===== src/rtl/alu_seq_pkg.sv =====
// alu_seq_pkg: shared types and constants for the alu_seq sequencer.
//   op_t      - request op encoding (6..7 are illegal)
//   state_t   - sequencer states
//   ADD/SHL/SHR/NAND - command encodings of the 8-bit alu
//   MUL_ITERS - shift-add iterations of MUL8
//   op_legal  - whether an op is executable in this build (ALU_SEQ_MUL_EN)
package alu_seq_pkg;

  typedef enum logic [2:0] {
    ADD16  = 3'd0,
    SUB16  = 3'd1,
    SHL16  = 3'd2,
    SHR16  = 3'd3,
    NAND16 = 3'd4,
    MUL8   = 3'd5
  } op_t;

  typedef enum logic [2:0] {
    IDLE,
    LO,
    HI,
    MUL,
    DONE
  } state_t;

  localparam logic [2:0] ADD  = 3'b000;
  localparam logic [2:0] SHL  = 3'b001;
  localparam logic [2:0] SHR  = 3'b010;
  localparam logic [2:0] NAND = 3'b011;

  localparam int unsigned MUL_ITERS = 8;

  function automatic logic op_legal(input logic [2:0] op);
    case (op)
      ADD16, SUB16, SHL16, SHR16, NAND16: return 1'b1;
`ifdef ALU_SEQ_MUL_EN
      MUL8:                               return 1'b1;
`endif
      default:                            return 1'b0;
    endcase
  endfunction

endpackage


===== src/rtl/alu_seq_alu.sv =====
// alu: combinational DW-bit ALU with a serial carry in/out.
//   cmd  - ADD, SHL, SHR, NAND (alu_seq_pkg)
//   a, b - operands
//   sc_i - carry in (ADD) / bit shifted in (SHL, SHR)
//   y    - result
//   sc_o - carry out (ADD) / bit shifted out (SHL, SHR); 0 for NAND
module alu
  import alu_seq_pkg::*;
#(
  parameter int unsigned DW = 8
) (
  input  logic [2:0]    cmd,
  input  logic [DW-1:0] a,
  input  logic [DW-1:0] b,
  input  logic          sc_i,
  output logic [DW-1:0] y,
  output logic          sc_o
);

  always_comb begin
    y    = '0;
    sc_o = 1'b0;
    case (cmd)
      ADD:  {sc_o, y} = {1'b0, a} + {1'b0, b} + {{DW{1'b0}}, sc_i};
      SHL:  {sc_o, y} = {a, sc_i};
      SHR:  {y, sc_o} = {sc_i, a};
      NAND: y = ~(a & b);
      default: begin
        y    = '0;
        sc_o = 1'b0;
      end
    endcase
  end

endmodule


===== src/rtl/alu_seq.sv =====
// alu_seq: multi-cycle sequencer running 16-bit ops (and optionally an 8x8
// unsigned multiply) as byte passes through one shared 8-bit alu.
//   clk, reset            - clock, synchronous active-high reset
//   req_valid/req_ready   - request handshake (ready only in IDLE)
//   req_op/a/b/cin        - op, 2*DW operands, carry-in (ADD16 only)
//   rsp_valid/rsp_ready   - response handshake; rsp_* held until accepted
//   rsp_result/carry/zero/parity/err - registered result and flags
// Build option: `define ALU_SEQ_MUL_EN builds the MUL8 datapath; without it
// MUL8 is rejected like any illegal op.
module alu_seq
  import alu_seq_pkg::*;
#(
  parameter int unsigned DW   = 8,
  parameter int unsigned OP_W = 3
) (
  input  logic            clk,
  input  logic            reset,
  input  logic            req_valid,
  output logic            req_ready,
  input  logic [OP_W-1:0] req_op,
  input  logic [2*DW-1:0] req_a,
  input  logic [2*DW-1:0] req_b,
  input  logic            req_cin,
  output logic            rsp_valid,
  input  logic            rsp_ready,
  output logic [2*DW-1:0] rsp_result,
  output logic            rsp_carry,
  output logic            rsp_zero,
  output logic            rsp_parity,
  output logic            rsp_err
);

  state_t          state, state_d;
  logic [OP_W-1:0] op_q;
  logic [2*DW-1:0] a_q, b_q;
  logic            cin_q, carry_q;
  logic [DW-1:0]   lo_q;
  logic            req_illegal;

  logic [2:0]      alu_cmd;
  logic [DW-1:0]   alu_a, alu_b, alu_y;
  logic            alu_ci, alu_co;
  logic [2*DW-1:0] two_pass_res;

`ifdef ALU_SEQ_MUL_EN
  localparam int unsigned CNT_W = $clog2(MUL_ITERS);
  logic [2*DW-1:0] acc, acc_next;
  logic [DW-1:0]   mplier;
  logic [CNT_W-1:0] cnt;
  logic            mul_last;

  // {carry, sum, acc_lo} shifted right by one, truncated to 2*DW bits
  assign acc_next = {alu_co, alu_y, acc[DW-1:1]};
  assign mul_last = (cnt == CNT_W'(MUL_ITERS - 1));
`endif

  alu #(.DW(DW)) u_alu (
    .cmd  (alu_cmd),
    .a    (alu_a),
    .b    (alu_b),
    .sc_i (alu_ci),
    .y    (alu_y),
    .sc_o (alu_co)
  );

  assign req_ready   = (state == IDLE);
  assign rsp_valid   = (state == DONE);
  assign req_illegal = !op_legal(req_op);

  // SHR runs high byte first, so the first pass holds the upper result byte
  assign two_pass_res = (op_q == SHR16) ? {lo_q, alu_y} : {alu_y, lo_q};

  always_ff @(posedge clk) begin
    if (reset) state <= IDLE;
    else       state <= state_d;
  end

  always_comb begin
    state_d = state;
    alu_cmd = ADD;
    alu_a   = '0;
    alu_b   = '0;
    alu_ci  = 1'b0;
    case (state)
      IDLE: begin
        if (req_valid) begin
          if (req_illegal) state_d = DONE;
`ifdef ALU_SEQ_MUL_EN
          else if (req_op == MUL8) state_d = MUL;
`endif
          else state_d = LO;
        end
      end
      LO: begin
        state_d = HI;
        case (op_q)
          ADD16: begin
            alu_a = a_q[DW-1:0]; alu_b = b_q[DW-1:0]; alu_ci = cin_q;
          end
          SUB16: begin
            alu_a = a_q[DW-1:0]; alu_b = ~b_q[DW-1:0]; alu_ci = 1'b1;
          end
          SHL16: begin
            alu_cmd = SHL; alu_a = a_q[DW-1:0];
          end
          SHR16: begin
            alu_cmd = SHR; alu_a = a_q[2*DW-1:DW];
          end
          NAND16: begin
            alu_cmd = NAND; alu_a = a_q[DW-1:0]; alu_b = b_q[DW-1:0];
          end
          default: ;
        endcase
      end
      HI: begin
        state_d = DONE;
        case (op_q)
          ADD16: begin
            alu_a = a_q[2*DW-1:DW]; alu_b = b_q[2*DW-1:DW]; alu_ci = carry_q;
          end
          SUB16: begin
            alu_a = a_q[2*DW-1:DW]; alu_b = ~b_q[2*DW-1:DW]; alu_ci = carry_q;
          end
          SHL16: begin
            alu_cmd = SHL; alu_a = a_q[2*DW-1:DW]; alu_ci = carry_q;
          end
          SHR16: begin
            alu_cmd = SHR; alu_a = a_q[DW-1:0]; alu_ci = a_q[DW];
          end
          NAND16: begin
            alu_cmd = NAND; alu_a = a_q[2*DW-1:DW]; alu_b = b_q[2*DW-1:DW];
          end
          default: ;
        endcase
      end
`ifdef ALU_SEQ_MUL_EN
      MUL: begin
        alu_a = acc[2*DW-1:DW];
        alu_b = mplier[0] ? a_q[DW-1:0] : '0;
        if (mul_last) state_d = DONE;
      end
`endif
      DONE: begin
        if (rsp_ready) state_d = IDLE;
      end
      default: state_d = IDLE;
    endcase
  end

  always_ff @(posedge clk) begin
    if (reset) begin
      op_q       <= '0;
      a_q        <= '0;
      b_q        <= '0;
      cin_q      <= 1'b0;
      carry_q    <= 1'b0;
      lo_q       <= '0;
      rsp_result <= '0;
      rsp_carry  <= 1'b0;
      rsp_zero   <= 1'b0;
      rsp_parity <= 1'b0;
      rsp_err    <= 1'b0;
`ifdef ALU_SEQ_MUL_EN
      acc        <= '0;
      mplier     <= '0;
      cnt        <= '0;
`endif
    end else begin
      case (state)
        IDLE: begin
          if (req_valid) begin
            op_q  <= req_op;
            a_q   <= req_a;
            b_q   <= req_b;
            cin_q <= req_cin;
            if (req_illegal) begin
              rsp_result <= '0;
              rsp_carry  <= 1'b0;
              rsp_zero   <= 1'b1;
              rsp_parity <= 1'b0;
              rsp_err    <= 1'b1;
            end
`ifdef ALU_SEQ_MUL_EN
            acc    <= '0;
            mplier <= req_b[DW-1:0];
            cnt    <= '0;
`endif
          end
        end
        LO: begin
          carry_q <= alu_co;
          lo_q    <= alu_y;
        end
        HI: begin
          carry_q    <= alu_co;
          rsp_result <= two_pass_res;
          rsp_carry  <= (op_q == NAND16) ? 1'b0 : alu_co;
          rsp_zero   <= (two_pass_res == '0);
          rsp_parity <= ^two_pass_res;
          rsp_err    <= 1'b0;
        end
`ifdef ALU_SEQ_MUL_EN
        MUL: begin
          acc    <= acc_next;
          mplier <= mplier >> 1;
          cnt    <= cnt + 1'b1;
          if (mul_last) begin
            rsp_result <= acc_next;
            rsp_carry  <= 1'b0;
            rsp_zero   <= (acc_next == '0);
            rsp_parity <= ^acc_next;
            rsp_err    <= 1'b0;
          end
        end
`endif
        default: ;
      endcase
    end
  end

endmodule


===== config.mk =====
export PLATFORM = sky130hd
export DESIGN_NAME = alu_seq
export DESIGN_NICKNAME = d
export VERILOG_FILES = /design/src/rtl/alu_seq_pkg.sv /design/src/rtl/alu_seq_alu.sv /design/src/rtl/alu_seq.sv
export SDC_FILE = /design/constraint.sdc
export NUM_CORES = 1
export LEC_CHECK = 0
export CORE_ASPECT_RATIO = 2
export CORE_MARGIN = 3
export CORE_UTILIZATION = 45
export CTS_CLUSTER_DIAMETER = 30
export CTS_CLUSTER_SIZE = 20
export DETAILED_ROUTE_END_ITERATION = 8
export PLACE_DENSITY_LB_ADDON = 0.12
export RECOVER_POWER = 25
export SKIP_LAST_GASP = 1
export SLEW_MARGIN = 20
export SYNTH_ARGS = -nofsm -noshare
export SYNTH_HDL_FRONTEND = slang
export SYNTH_SLANG_ARGS = --single-unit

===== constraint.sdc =====
create_clock -name clk -period 5.1 [get_ports clk]
set_input_delay 1.02 -clock clk [delete_from_list [all_inputs] [get_ports clk]]
set_output_delay 1.02 -clock clk [all_outputs]
set_load 0.01 [all_outputs]

# [After elaboration in Yosys (flattened, before gate mapping)]
# Index checks and enable logic that the tools add are counted.
[totals] regBits=68 output_inout_bits=22 elab_cells=81
[classes] n_addsub=2 eq_ne=17 mux=31 n_bitwise=4 n_reduce_logical=15
[ops] op="one-hot mux 8 bit (2 select lines)" n=6
[ops] op="2-to-1 mux 16 bit" n=3
[ops] op="one-hot mux 16 bit (2 select lines)" n=1
[ops] op="one-hot mux 8 bit (4 select lines)" n=1
[ops] op="inverter 8 bit" n=3
[ops] op="logical NOT 16 bit" n=1
[ops] op="parity 16 bit" n=1
[ops] op="equality test 3 x 2 -> 1 bit (second input constant)" n=5
[ops] op="one-hot mux 1 bit (2 select lines)" n=7
[ops] op="logical NOT 3 bit" n=4
[ops] op="one-hot mux 3 bit (4 select lines)" n=1
[ops] op="adder 8 x 8 -> 9 bit" n=1
[ops] op="adder 9 x 1 -> 9 bit" n=1
[ops] op="equality test 3 x 1 -> 1 bit (second input constant)" n=3
[ops] op="equality test 3 bit (second input constant)" n=3
[ops] op="2-to-1 mux 3 bit" n=3
[ops] op="AND 8 bit" n=1
[ops] op="2-to-1 mux 1 bit" n=6
[ops] op="one-hot mux 2 bit (3 select lines)" n=1
[ops] op="OR reduction 5 bit" n=1
[ops] op="equality test 2 bit (second input constant)" n=2
[ops] op="inequality test 2 bit (second input constant)" n=2
[ops] op="AND reduction 2 bit" n=2
[ops] op="OR reduction 2 bit" n=2
[ops] op="other kinds (8)" n=8

# [Longest topological paths before layout]
# Gate-level depths: netlist of the first run.
[depth] ltp_word=10 depth_mapped=22 mapped_depth_nobuf=20

# [Hierarchy]
# A second synthesis of the first run with hierarchy kept.
[unflattened] hier_cells=457 hier_area_um2=3826.2
[modules_own_cells] module="alu_seq" instances=1 cells_each=374 area_each_um2=3153.0 seq_area_each_um2=1361.3
[modules_own_cells] module="alu" instances=1 cells_each=83 area_each_um2=673.1 seq_area_each_um2=0.0

# [Least setup slack after synthesis of the first run]
# No wires, ideal clock.
[synth_path] path_kind="register to register" startpoint="reg state[1]" endpoint="reg rsp_parity" setup_ps=128 arrival_ps=4209 required_ps=4972 setup_slack_ps=763 stages_incl_launch_ff=20 path_buffers=2 period_less_slack_ps=4337 cell_sequence="dfxtp_1 -> buf_6 -> or3b_1 -> buf_2 -> o22ai_2 -> a22o_1 -> inv_1 -> fa_1 -> fa_1 -> nor2b_1 -> o2111ai_1 -> a31o_2 -> a31o_2 -> mux2i_1 -> ha_1 -> xnor2_1 -> xnor2_1 -> xnor2_1 -> a22oi_1 -> nor2_1"
[synth_between] elab_chain_cells=8 elab_cells_between_ends=24 cone_classes="add/sub (2); eq/ne (7); mux (7); bitwise (2); reduce/logical (6)"
[synth_rtl] element="start, declared" line_no="alu_seq.sv:33" text="state_t state, state_d;"
[synth_rtl] element="start signal, assigned" line_no="alu_seq.sv:75" text="else state <= state_d;"
[synth_rtl] element="equality test 3 x 2 -> 1 bit / equality test 3 x 1 -> 1 bit (equally long branches)" line_no="alu_seq.sv:84, alu_seq.sv:169"
[synth_rtl] element="one-hot mux 8 bit (2 select lines) / OR reduction 2 bit (equally long branches)"
[synth_rtl] element="adder 8 x 8 -> 9 bit (tied with other cells)" line_no="alu_seq_alu.sv:24" text="ADD: {sc_o, y} = {1'b0, a} + {1'b0, b} + {{DW{1'b0}}, sc_i};"
[synth_rtl] element="adder 9 x 1 -> 9 bit (tied with other cells)" line_no="alu_seq_alu.sv:24"
[synth_rtl] element="one-hot mux 8 bit (4 select lines)" line_no="alu_seq_alu.sv:23" text="case (cmd)"
[synth_rtl] element="2-to-1 mux 16 bit" line_no="alu_seq.sv:71" text="assign two_pass_res = (op_q == SHR16) ? {lo_q, alu_y} : {alu_y, lo_q};"
[synth_rtl] element="parity 16 bit" line_no="alu_seq.sv:199" text="rsp_parity <= ^two_pass_res;"
[synth_rtl] element="one-hot mux 1 bit (2 select lines)" line_no="alu_seq.sv:169" text="case (state)"
[synth_rtl] element="end signal, assigned" line_no="alu_seq.sv:199"
[synth_rtl] element="end, declared" line_no="alu_seq.sv:29" text="output logic rsp_parity,"
# Parallel ways exist; a longest one is shown, timed or not.
# A chain may end at the register's enable or synchronous reset.

# [Worst setup path in the final report of the first run]
# Ends and elaborated chain as after synthesis.

==> results of run 1 <==
==> cell families (layout without fill, tap and decap cells) <==
group,after synthesis,in the layout
xor gates and xnor gates,10,10
muxes,6,6
AOI/OAI and AO/OA,160,160
buffers and inverters,49,100
DFF,68,68
adders and majority gates,19,19
and+or+nand+nor,205,205
==> registers in the layout, summed over array words and instances, names as in the netlist <==
signal      flops
lo_q            8
cin_q           1
rsp_carry       1
carry_q         1
a_q            16
rsp_parity      1
op_q            3
b_q            16
state           3
rsp_result     16
rsp_err         1
rsp_zero        1
==> Yosys cell counts (all sizes together), types with 2 or more instances <==
cell type	count
nor2b	6
xnor2	8
dfxtp	68
nor3	11
nor2	33
o22ai	17
fa	2
xor2	2
a2111oi	3
a21o	3
nand3	7
ha	16
or2	4
clkbuf	20
and2	4
a21oi	47
or3	6
nor3b	3
a32oi	3
a32o	3
o211ai	2
nand2	108
buf	17
nand2b	9
a22o	7
mux2i	5
nor4b	2
or3b	3
a31o	5
a22oi	14
o21ai	32
nand4	3
inv	12
o21a	3
a221oi	4
o31ai	2
a211oi	4
==> stage by stage <==
stage | hold slack (ns) | cell area, µm²
after floorplan | 0.436 | 4010
after global placement | 0.439 | 4650
after detailed placement | 0.441 | 4650
after CTS | 0.448 | 5000
after global routing | 0.464 | 5020
final | 0.441 | 5020
==> power by group through the flow <==
stage	clock [W]	sequential [W]	combinational (W)
2_1_floorplan	0	0.000590	0.000183
3_3_place_gp	0	0.000607	0.000262
3_5_place_dp	0	0.000608	0.000266
4_1_cts	0.000738	0.000596	0.000268
5_1_grt	0.000765	0.000601	0.000295
6_report	0.000732	0.000597	0.000267
==> layout make-up <==
class | instances | area (µm²)
multi-input combinational | 400 | 2450
sequential | 68 | 1360
clock buffer | 10 | 239
tap | 100 | 125
fill | 846 | 3620
timing repair buffer | 72 | 688
inverter | 12 | 45.0
clock inverter | 6 | 111
==> repair_timing <==
action / 4_1_cts / 5_1_grt
setup endpoints to repair: 0 / 1
setup buffers: 0 / 0
gates resized for setup: 0 / 4
==> worst paths after layout <==
kind	end	depth (start not counted)
max reg2reg	rsp_parity	17
min reg2reg	rsp_result[9]	2
min	rsp_result[9]	2
max	rsp_parity	17
==> tightest hold or removal path: stages (launching register included) <==
cell,delay (ns)
dfxtp_1,0.32
nand2_1,0.04
o21ai_0,0.05
==> metal layers <==
layer	share of wire (%)	up-vias	GRT usage, %	routed length, µm
met5	0	-	0	0
met4	7.8	0	21.5	1030
met3	3.9	55	3.62	520
met2	54	147	47.8	7070
met1	35	1876	27.2	4570
li1	-	1938	-	-
==> cell usage in the layout (no fill, tap or decap), types with 3 or more instances in the layout <==
cell             netlist  layout
a21o_1                 3       3
dfxtp_1               68      66
nor3b_1                3       3
a22oi_1               13      13
a221oi_1               3       3
ha_1                  16      16
or3_1                  6       6
nor3_1                10      10
o21a_1                 3       3
a22o_1                 7       7
nor2b_1                6       6
inv_1                 12      12
xnor2_1                7       7
dlygate4sd3_1          0      20
clkbuf_16              0       9
a21oi_1               47      47
o22ai_1               15      15
nand3_1                7       7
nand2b_1               9       9
o21ai_1               11      11
a211oi_1               3       3
mux2i_1                5       5
bufinv_16              0       3
clkdlybuf4s50_1        0      40
a32oi_1                3       3
a32o_1                 3       3
nand2_1              108     108
buf_4                  0      11
nor2_1                32      32
or2_2                  4       4
a31o_2                 4       4
o21ai_0               20      20
nand4_1                3       3
==> results by group, run 1 <==
Run status
  • Run status: complete, no violations

Detailed routing
  • Antenna Nets Post-Route: 0
  • DR pass1 iterations: 5
  • Routed via count: 4016
  • DRC: 0
  • Via/cell ratio: 6.01
  • Total wire length: 13200 µm
  • WL per Instance: 19.7 µm
  • Number of DRC violations after detailed-routing iteration 0: 156

Clock network
  • Clock sink total: 68
  • Clock Path Buffers: 2
  • CTS tree: yes
  • Clock buffer count from CTS: 9
  • Reg clk slew, reported paths: 0.05 ns
  • Root Driver: clkbuf_16
  • H-tree levels: 3
  • Hold_buf cts: 0
  • Worst skew pair latency: 0.34 ns

Placed design
  • Port Buffers: 61
  • Final Wtd Congestion: 0.944
  • Placed cells: 652
  • Worst slack at placement: 0.345 ns
  • Post-DP HPWL: 10200 µm

Synthesis
  • Yosys warns: 0
  • Number of synthesized flops with an enable pin: 0
  • Post-synth cell types: 71
  • Post-synthesis simple-gate area fraction: 23.7%
  • Post-Synthesis Cells: 517
  • Mux contribution to synthesized area: 1.53%
  • Syn Nets: 575
  • Primary FF master, synth: dfxtp_1
  • Adder-Cell Fraction of Synth Area: 6.27%
  • Compound-gate portion of the synthesized area: 26.8%
  • Synth top area share: 33.9%
  • Sequential share of the synthesized area: 33.9%
  • Area contributors post-synth: dfxtp_1 (34%), nand2_1 (10%), a21oi_1 (5.9%)
  • Syn_area_per_cell: 7.76 µm²
  • Area leader, netlist: dfxtp_1
  • Post-Synth XOR/XNOR Area: 2.37%
  • Largest family of logic cells by synthesized area: compound AO/OA/AOI/OAI gates
  • FFs w/ async S/R, synth: 0%
  • Synthesized area: 0.00401 mm²
  • Synthesis-stage register bit count: 68

Hold path
  • Worst Hold Class: reg2reg
  • Hold Crit Start: rsp_result[9]

STA
  • Max Clock Skew: 0.00697 ns
  • Final hold violations: 0
  • Max transition margin: 18.9%
  • Slew @ Worst Pin: 1.22 ns
  • Setup-failing EPs final: 0
  • Final Slew Violations: 0
  • Max Fclk: 0.212 GHz
  • RSZ-0062 raised after global routing: no
  • Final worst path period share: 92.4%
  • Fin crit period: 4.71 ns
  • Setup TNS: 0 ns
  • Final worst slack: 0.386 ns

Global route
  • Pin count of the biggest net entering global routing: 56
  • Vias in the first global route: 3908
  • Antenna violations before repair: 0
  • First-pass GRT wire length: 20800 µm
  • Global Route Usage Sum: 27.1%
  • Grt total ovfl: 0

Finish
  • Layout cells sized above 1: 9.51%
  • Fin util: 58.1%
  • Layout Nets: 621
  • P&R area growth vs syn: 25.3%
  • Final std cells w/o fill: 668
  • N_diodes: 0

Pwr
  • Clk pwr share: 45.9%
  • Leakage power: 1.94 nW
  • Switching power: 0.000425 W
  • Part of the power in registers: 37.4%
  • Total power: 0.00160 W
  • Comb power frac: 16.7%
  • Cell area power density: 318 mW/mm²
  • Peak supply drop: 247 µV
  • Sw Share: 26.6%
  • Int Pwr: 0.00117 W

Setup path
  • Max FO, Critical Path: 15
  • Delay-heaviest family, CP: compound AO/OA/AOI/OAI gates
  • Worst setup EP type: register
  • CP bufs+invs: 1
  • FF-to-FF Start: state[1]
  • R2r setup slk: 0.39 ns
  • Critical-path cell list: or3b_1 > buf_4 > a21oi_1 > o21ai_1 > fa_1 > fa_1 > nor2b_1 > o2111ai_1 > a31o_2 > a31o_2 > o22ai_1 > ha_1 > xnor2_1 > xnor2_1 > xnor2_1 > a22oi_1 > nor2_1
  • Slowest cell delay on critical path: 0.49 ns
  • Critical path class: reg2reg
  • Crit-path slowest cell: or3b_1
  • Worst Path Required: 5.29 ns
  • Startpoint Class: register
  • Setup crit start: state[1]
  • CP Data Arrival Time: 4.90 ns
  • CP dominant cell by count: xnor2_1

Floorplanning
  • I/O pin total: 62
  • Rows: 48
  • CORE AREA: 0.00865 mm²
  • Die width: 72.8 µm
  • Total Die Area: 0.0101 mm²
  • Die Y: 140 µm
  • Initial cell density of the core: 46.4%

Flow run
  • MaxCap Viol Count: 0
Note: power is estimated with default switching activity, not from simulation.
==> run 2, diff against run 1 <==
--- a/config.mk
+++ b/config.mk
@@ -11,6 +11,7 @@
 export CTS_CLUSTER_DIAMETER = 30
 export CTS_CLUSTER_SIZE = 20
 export DETAILED_ROUTE_END_ITERATION = 8
+export GPL_TIMING_DRIVEN = 0
 export PLACE_DENSITY_LB_ADDON = 0.12
 export RECOVER_POWER = 25
 export SKIP_LAST_GASP = 1
==> run 2 against run 1 <==
  * Global-route usage increased by 1.8 points
  * Via count increased by 2.6%
  * Die area unchanged
  * Highest routed layer unchanged
==> results by group, run 2 (synthesis results as in run 1) <==
Run status
  • Run status: complete, no violations

Finish
  • Most common cell after layout, fill and taps aside: nand2_1
  • Layout cells sized above 1: 11.8%
  • Layout Nets: 647
  • Largest regs: a_q: 16 flops, b_q: 16 flops, rsp_result: 16 flops
  • Fillers: 843
  • N_diodes: 0
  • P&R area growth vs syn: 29.0%
  • Area of the multi-input gates: 0.00251 mm²
  • Commonest non-fill, non-tap cells in the layout: nand2_1 (108), dfxtp_1 (68), a21oi_1 (47)
  • Sequential Area: 0.00136 mm²

Clock network
  • CTS tree: yes
  • Clock buffer count from CTS: 9
  • Reg clk slew, reported paths: 0.06 ns
  • Worst skew pair latency: 0.35 ns
  • H-tree levels: 3
  • Clock Path Buffers: 2
  • Clock sink total: 68
  • Root Driver: clkbuf_16

STA
  • Max Fclk: 0.205 GHz
  • Final worst path period share: 95.6%
  • Slew @ Worst Pin: 0.757 ns
  • Final hold violations: 0
  • Final worst slack: 0.222 ns
  • Max transition margin: 48.2%
  • Max Clock Skew: 0.00778 ns
  • Setup-failing EPs final: 0
  • Final Slew Violations: 0
  • Fin crit period: 4.88 ns
  • RSZ-0062 raised after global routing: no
  • Setup TNS: 0 ns

Global route
  • Grt total ovfl: 0
  • Vias in the first global route: 4134
  • Antenna violations before repair: 0
  • Pin count of the biggest net entering global routing: 13
  • Global Route Usage Sum: 29.0%
  • First-pass GRT wire length: 21800 µm

Setup path
  • Startpoint Class: register
  • Max FO, Critical Path: 10
  • Worst Path Required: 5.31 ns
  • Worst setup EP type: register
  • Critical path class: reg2reg
  • CP Data Arrival Time: 5.09 ns

Floorplanning
  • Total Die Area: 0.0101 mm²
  • Rows: 48
  • Die width: 72.8 µm
  • Initial cell density of the core: 46.4%
  • CORE AREA: 0.00865 mm²
  • Die Y: 140 µm
  • I/O pin total: 62

Placed design
  • Final Wtd Congestion: 1.02
  • Post-DP HPWL: 11200 µm
  • Port Buffers: 60
  • Worst slack at placement: -0.430 ns

Pwr
  • Leakage power: 2.00 nW
  • Total power: 0.00160 W
  • Cell area power density: 309 mW/mm²
  • Peak supply drop: 211 µV

Detailed routing
  • Number of DRC violations after detailed-routing iteration 0: 177
  • Routed via count: 4121
  • Antenna Nets Post-Route: 0
  • DRC: 0
  • WL per Instance: 20.3 µm
  • Via/cell ratio: 5.94
  • Total wire length: 14100 µm
  • DR pass1 iterations: 6

Hold path
  • Worst Hold Class: reg2reg

Flow run
  • MaxCap Viol Count: 0
## run 2: changes by cell type in the layout (fill, tap and decap cells not counted), moves of 2 or more
cell      delta
dfxtp_2      -2
buf_4        -8
clkbuf_1    +18
buf_6        +2
nor2b_2      +2
buf_2       +12
dfxtp_1      +2
xnor2_2      +3
nor2b_1      -2
xnor2_1      -3
## run 2: per-layer routing
layer | wire, µm | global-route usage, % | vias to the layer above
li1 | - | - | 1999
met1 | 4610 | 26.8 | 1942
met2 | 8040 | 54.2 | 131
met3 | 542 | 5.28 | 49
met4 | 906 | 19.4 | 0
met5 | 0 | 0 | -
## run 2: final timing paths
kind                   from             end  slack (ns)  cells past startpoint
max                state[1]      rsp_parity        0.22                     23
min          rsp_result[14]  rsp_result[14]        0.44                      2
max reg2reg        state[1]      rsp_parity        0.22                     23
min reg2reg  rsp_result[14]  rsp_result[14]        0.44                      2
## run 2: worst max-delay path, cell delays in order, from the launching register on
cell and delay (ns):
dfxtp_1 0.37, buf_6 0.17, or3b_1 0.35, buf_2 0.21, buf_4 0.22, o22ai_1 0.14, nand2_1 0.07, nand2_1 0.13
inv_1 0.07, fa_1 0.45, fa_1 0.43, nor2b_2 0.19, o21a_1 0.15, nor2_1 0.06, xnor2_2 0.15, a221oi_4 0.21
buf_4 0.20, a31o_2 0.19, ha_1 0.24, xnor2_1 0.22, xnor2_1 0.16, xnor2_1 0.13, a22oi_1 0.16, nor2_1 0.05
## run 2: final cells by class
type,count,area share [%]
multi-input cells,400,48.6
flip-flops and latches,68,26.3
repair buffers,62,11.9
clock buffers,11,4.89
plain buffers,36,3.39
well taps,100,2.42
clock inverters,5,1.62
inverters,12,0.871
## run 2: per-stage QoR
stage          hold slack (ns)  instances  cell area, µm²  util (%)
2_1_floorplan            0.436        517            4010         -
3_3_place_gp             0.438        677            4740      54.8
3_5_place_dp             0.441        677            4740      54.8
4_1_cts                  0.448        692            5090      58.9
5_1_grt                  0.461        694            5170      59.8
6_report                 0.440        694            5170      59.8
## run 2: power by group
group          total [W]  internal (W)  switching, W
clock network   0.000700      0.000455      0.000245
registers       0.000592      0.000560     0.0000315
logic           0.000306      0.000132      0.000174
total            0.00160       0.00115      0.000450
## run 2: timing repair
action | CTS | global route
pin swaps | 0 | 3
hold buffers | 0 | 0
gates cloned | 0 | 0
resized for setup | 6 | 17
buffers inserted | 0 | 2
endpoints found under the hold margin | 0 | 0
setup endpoints to repair | 2 | 1
==> run 3, diff against run 2 <==
--- a/config.mk
+++ b/config.mk
@@ -7,7 +7,7 @@
 export LEC_CHECK = 0
 export CORE_ASPECT_RATIO = 2
 export CORE_MARGIN = 3
-export CORE_UTILIZATION = 45
+export CORE_UTILIZATION = 54
 export CTS_CLUSTER_DIAMETER = 30
 export CTS_CLUSTER_SIZE = 20
 export DETAILED_ROUTE_END_ITERATION = 8
@@ -15,7 +15,7 @@
 export PLACE_DENSITY_LB_ADDON = 0.12
 export RECOVER_POWER = 25
 export SKIP_LAST_GASP = 1
-export SLEW_MARGIN = 20
+export SLEW_MARGIN = 30
 export SYNTH_ARGS = -nofsm -noshare
 export SYNTH_HDL_FRONTEND = slang
 export SYNTH_SLANG_ARGS = --single-unit
==> run 3 against run 2 <==
  * Flip-flop and latch count unchanged
  * Critical path type unchanged
  * Worst hold slack better by 0.0068 ns
  * Combinational power down 2%
  * Largest power group unchanged
  * Global-route usage up 6.1 points
  * First-iteration DRC count increased by 54%
==> results by group, run 3 (synthesis results as in run 1) <==
Finish
  • Layout cells sized above 1: 11.9%
  • P&R area growth vs syn: 28.2%
  • N_diodes: 0
  • Final Cell Area: 0.00514 mm²
  • Largest regs: a_q: 16 flops, b_q: 16 flops, rsp_result: 16 flops
  • Commonest non-fill, non-tap cells in the layout: nand2_1 (108), dfxtp_1 (68), a21oi_1 (47)
  • Most common cell after layout, fill and taps aside: nand2_1
  • Layout Nets: 650

Setup path
  • CP bufs+invs: 3
  • Worst Path Required: 5.31 ns
  • Slowest cell delay on critical path: 0.47 ns
  • FF-to-FF Start: state[1]
  • CP Data Arrival Time: 5.18 ns
  • Crit-path slowest cell: fa_1
  • Critical path class: reg2reg
  • R2r endpoint: rsp_parity
  • Max FO, Critical Path: 10
  • R2r setup slk: 0.13 ns
  • R2R depth: 19
  • Setup crit start: state[1]
  • Delay-heaviest family, CP: compound AO/OA/AOI/OAI gates
  • Critical-path cell list: buf_6 > or3b_1 > buf_2 > o22ai_4 > a22o_1 > inv_1 > fa_1 > fa_1 > nor2b_2 > o2111ai_2 > a31o_2 > a31o_2 > mux2i_2 > ha_1 > xnor2_1 > xnor2_1 > xnor2_1 > a22oi_1 > nor2_1
  • CP dominant cell by count: xnor2_1
  • Startpoint Class: register
  • Worst setup EP type: register

Pwr
  • Part of the power in registers: 37.9%
  • Total power: 0.00156 W
  • Sw Share: 28.6%
  • Int Pwr: 0.00111 W
  • Clk pwr share: 42.9%
  • Leakage power: 1.99 nW
  • Comb power frac: 19.2%
  • Switching power: 0.000447 W
  • Peak supply drop: 282 µV
  • Cell area power density: 304 mW/mm²

STA
  • RSZ-0062 raised after global routing: no
  • Final worst path period share: 97.5%
  • Fin crit period: 4.97 ns
  • Final Slew Violations: 0
  • Slew @ Worst Pin: 0.898 ns
  • Final hold violations: 0
  • Max transition margin: 38.6%
  • Setup-failing EPs final: 0
  • Final worst slack: 0.125 ns
  • Setup TNS: 0 ns
  • Max Fclk: 0.201 GHz
  • Max Clock Skew: 0.00653 ns

Global route
  • Antenna violations before repair: 0
  • First-pass GRT wire length: 21900 µm
  • Global Route Usage Sum: 35.1%
  • Pin count of the biggest net entering global routing: 13
  • Vias in the first global route: 4391
  • Grt total ovfl: 0

Clock network
  • Hold_buf cts: 0
  • Worst skew pair latency: 0.34 ns
  • Root Driver: clkbuf_16
  • Clock buffer count from CTS: 9
  • Clock Path Buffers: 2
  • CTS tree: yes
  • Reg clk slew, reported paths: 0.06 ns
  • H-tree levels: 3
  • Clock sink total: 68

Hold path
  • Worst hold path depth: 2
  • Worst hold endpoint: rsp_result[11]
  • Worst Hold Class: reg2reg
  • Hold Crit Start: rsp_result[11]

Floorplanning
  • Total Die Area: 0.00856 mm²
  • Die Y: 128 µm
  • CORE AREA: 0.00705 mm²
  • Die width: 66.9 µm
  • I/O pin total: 62
  • Initial cell density of the core: 56.9%
  • Rows: 43

Placed design
  • Final Wtd Congestion: 1.01
  • Post-DP HPWL: 10700 µm
  • Port Buffers: 60
  • Worst slack at placement: -0.285 ns
  • Placed Instance Area: 0.00472 mm²

Detailed routing
  • DRC: 0
  • Routed via count: 4295
  • WL per Instance: 20.3 µm
  • Antenna Nets Post-Route: 0
  • DR pass1 iterations: 5
  • Total wire length: 14000 µm
  • Via/cell ratio: 6.25
  • Number of DRC violations after detailed-routing iteration 0: 272

Flow run
  • MaxCap Viol Count: 0

Run status
  • Run status: complete, no violations
-- run 3: changes by cell type in the layout (fill, tap and decap cells not counted), moves of 2 or more --
cell      before  now
clkbuf_8       2    0
buf_4          3    6
xnor2_1        4    7
xnor2_2        4    1
clkinv_2       0    3
-- run 3: worst max path at each step --
stage | end | cells past startpoint
global placement | rsp_parity | 21
floorplan | rsp_parity | 19
CTS | rsp_parity | 21
detailed placement | rsp_parity | 21
finish | rsp_parity | 19
global route | rsp_parity | 21
-- run 3: per-layer routing --
metal / global-route usage [%] / part of all wire (%) / up-vias
met5: 0 / 0 / -
met4: 31.0 / 9.0 / 0
met3: 8.77 / 6.4 / 85
met2: 61.1 / 53 / 204
met1: 31.9 / 32 / 2002
li1: - / - / 2004
-- run 3: worst min-delay path, delay by kind of cell (launching register included) --
family	cells	cell delay, ns
DFF	1	0.30
and+or+nand+nor	1	0.05
AOI/OAI and AO/OA	1	0.05
-- run 3: cell type report --
cell class / count / area, µm²
tap: 90 / 113
buffer: 36 / 173
fill: 571 / 1910
inverter: 12 / 45.0
clock inverter: 7 / 91.3
clock buffer: 9 / 225
sequential: 68 / 1360
timing repair buffer: 65 / 638
multi-input combinational: 400 / 2490
-- run 3: what timing repair did --
item,CTS,global route
gates resized for setup,10,10
setup endpoints to repair,2,1
pin swaps,1,3
cloned,0,0
endpoints found under the hold margin,0,0
setup buffers,0,5
-- run 3: through the flow --
stage	util [%]	instances	hold WS, ns
3_3_place_gp	67.0	667	0.437
5_1_grt	72.9	687	0.466
4_1_cts	72.1	682	0.453
2_1_floorplan	-	517	0.436
3_5_place_dp	67.0	667	0.445
6_report	72.9	687	0.447
-- run 3: power groups by stage --
stage	combinational (W)	clock, W	sequential, W
finish	0.000300	0.000669	0.000591
global route	0.000327	0.000693	0.000594
CTS	0.000291	0.000665	0.000590
detailed placement	0.000285	0	0.000601
global placement	0.000279	0	0.000600
floorplan	0.000183	0	0.000590
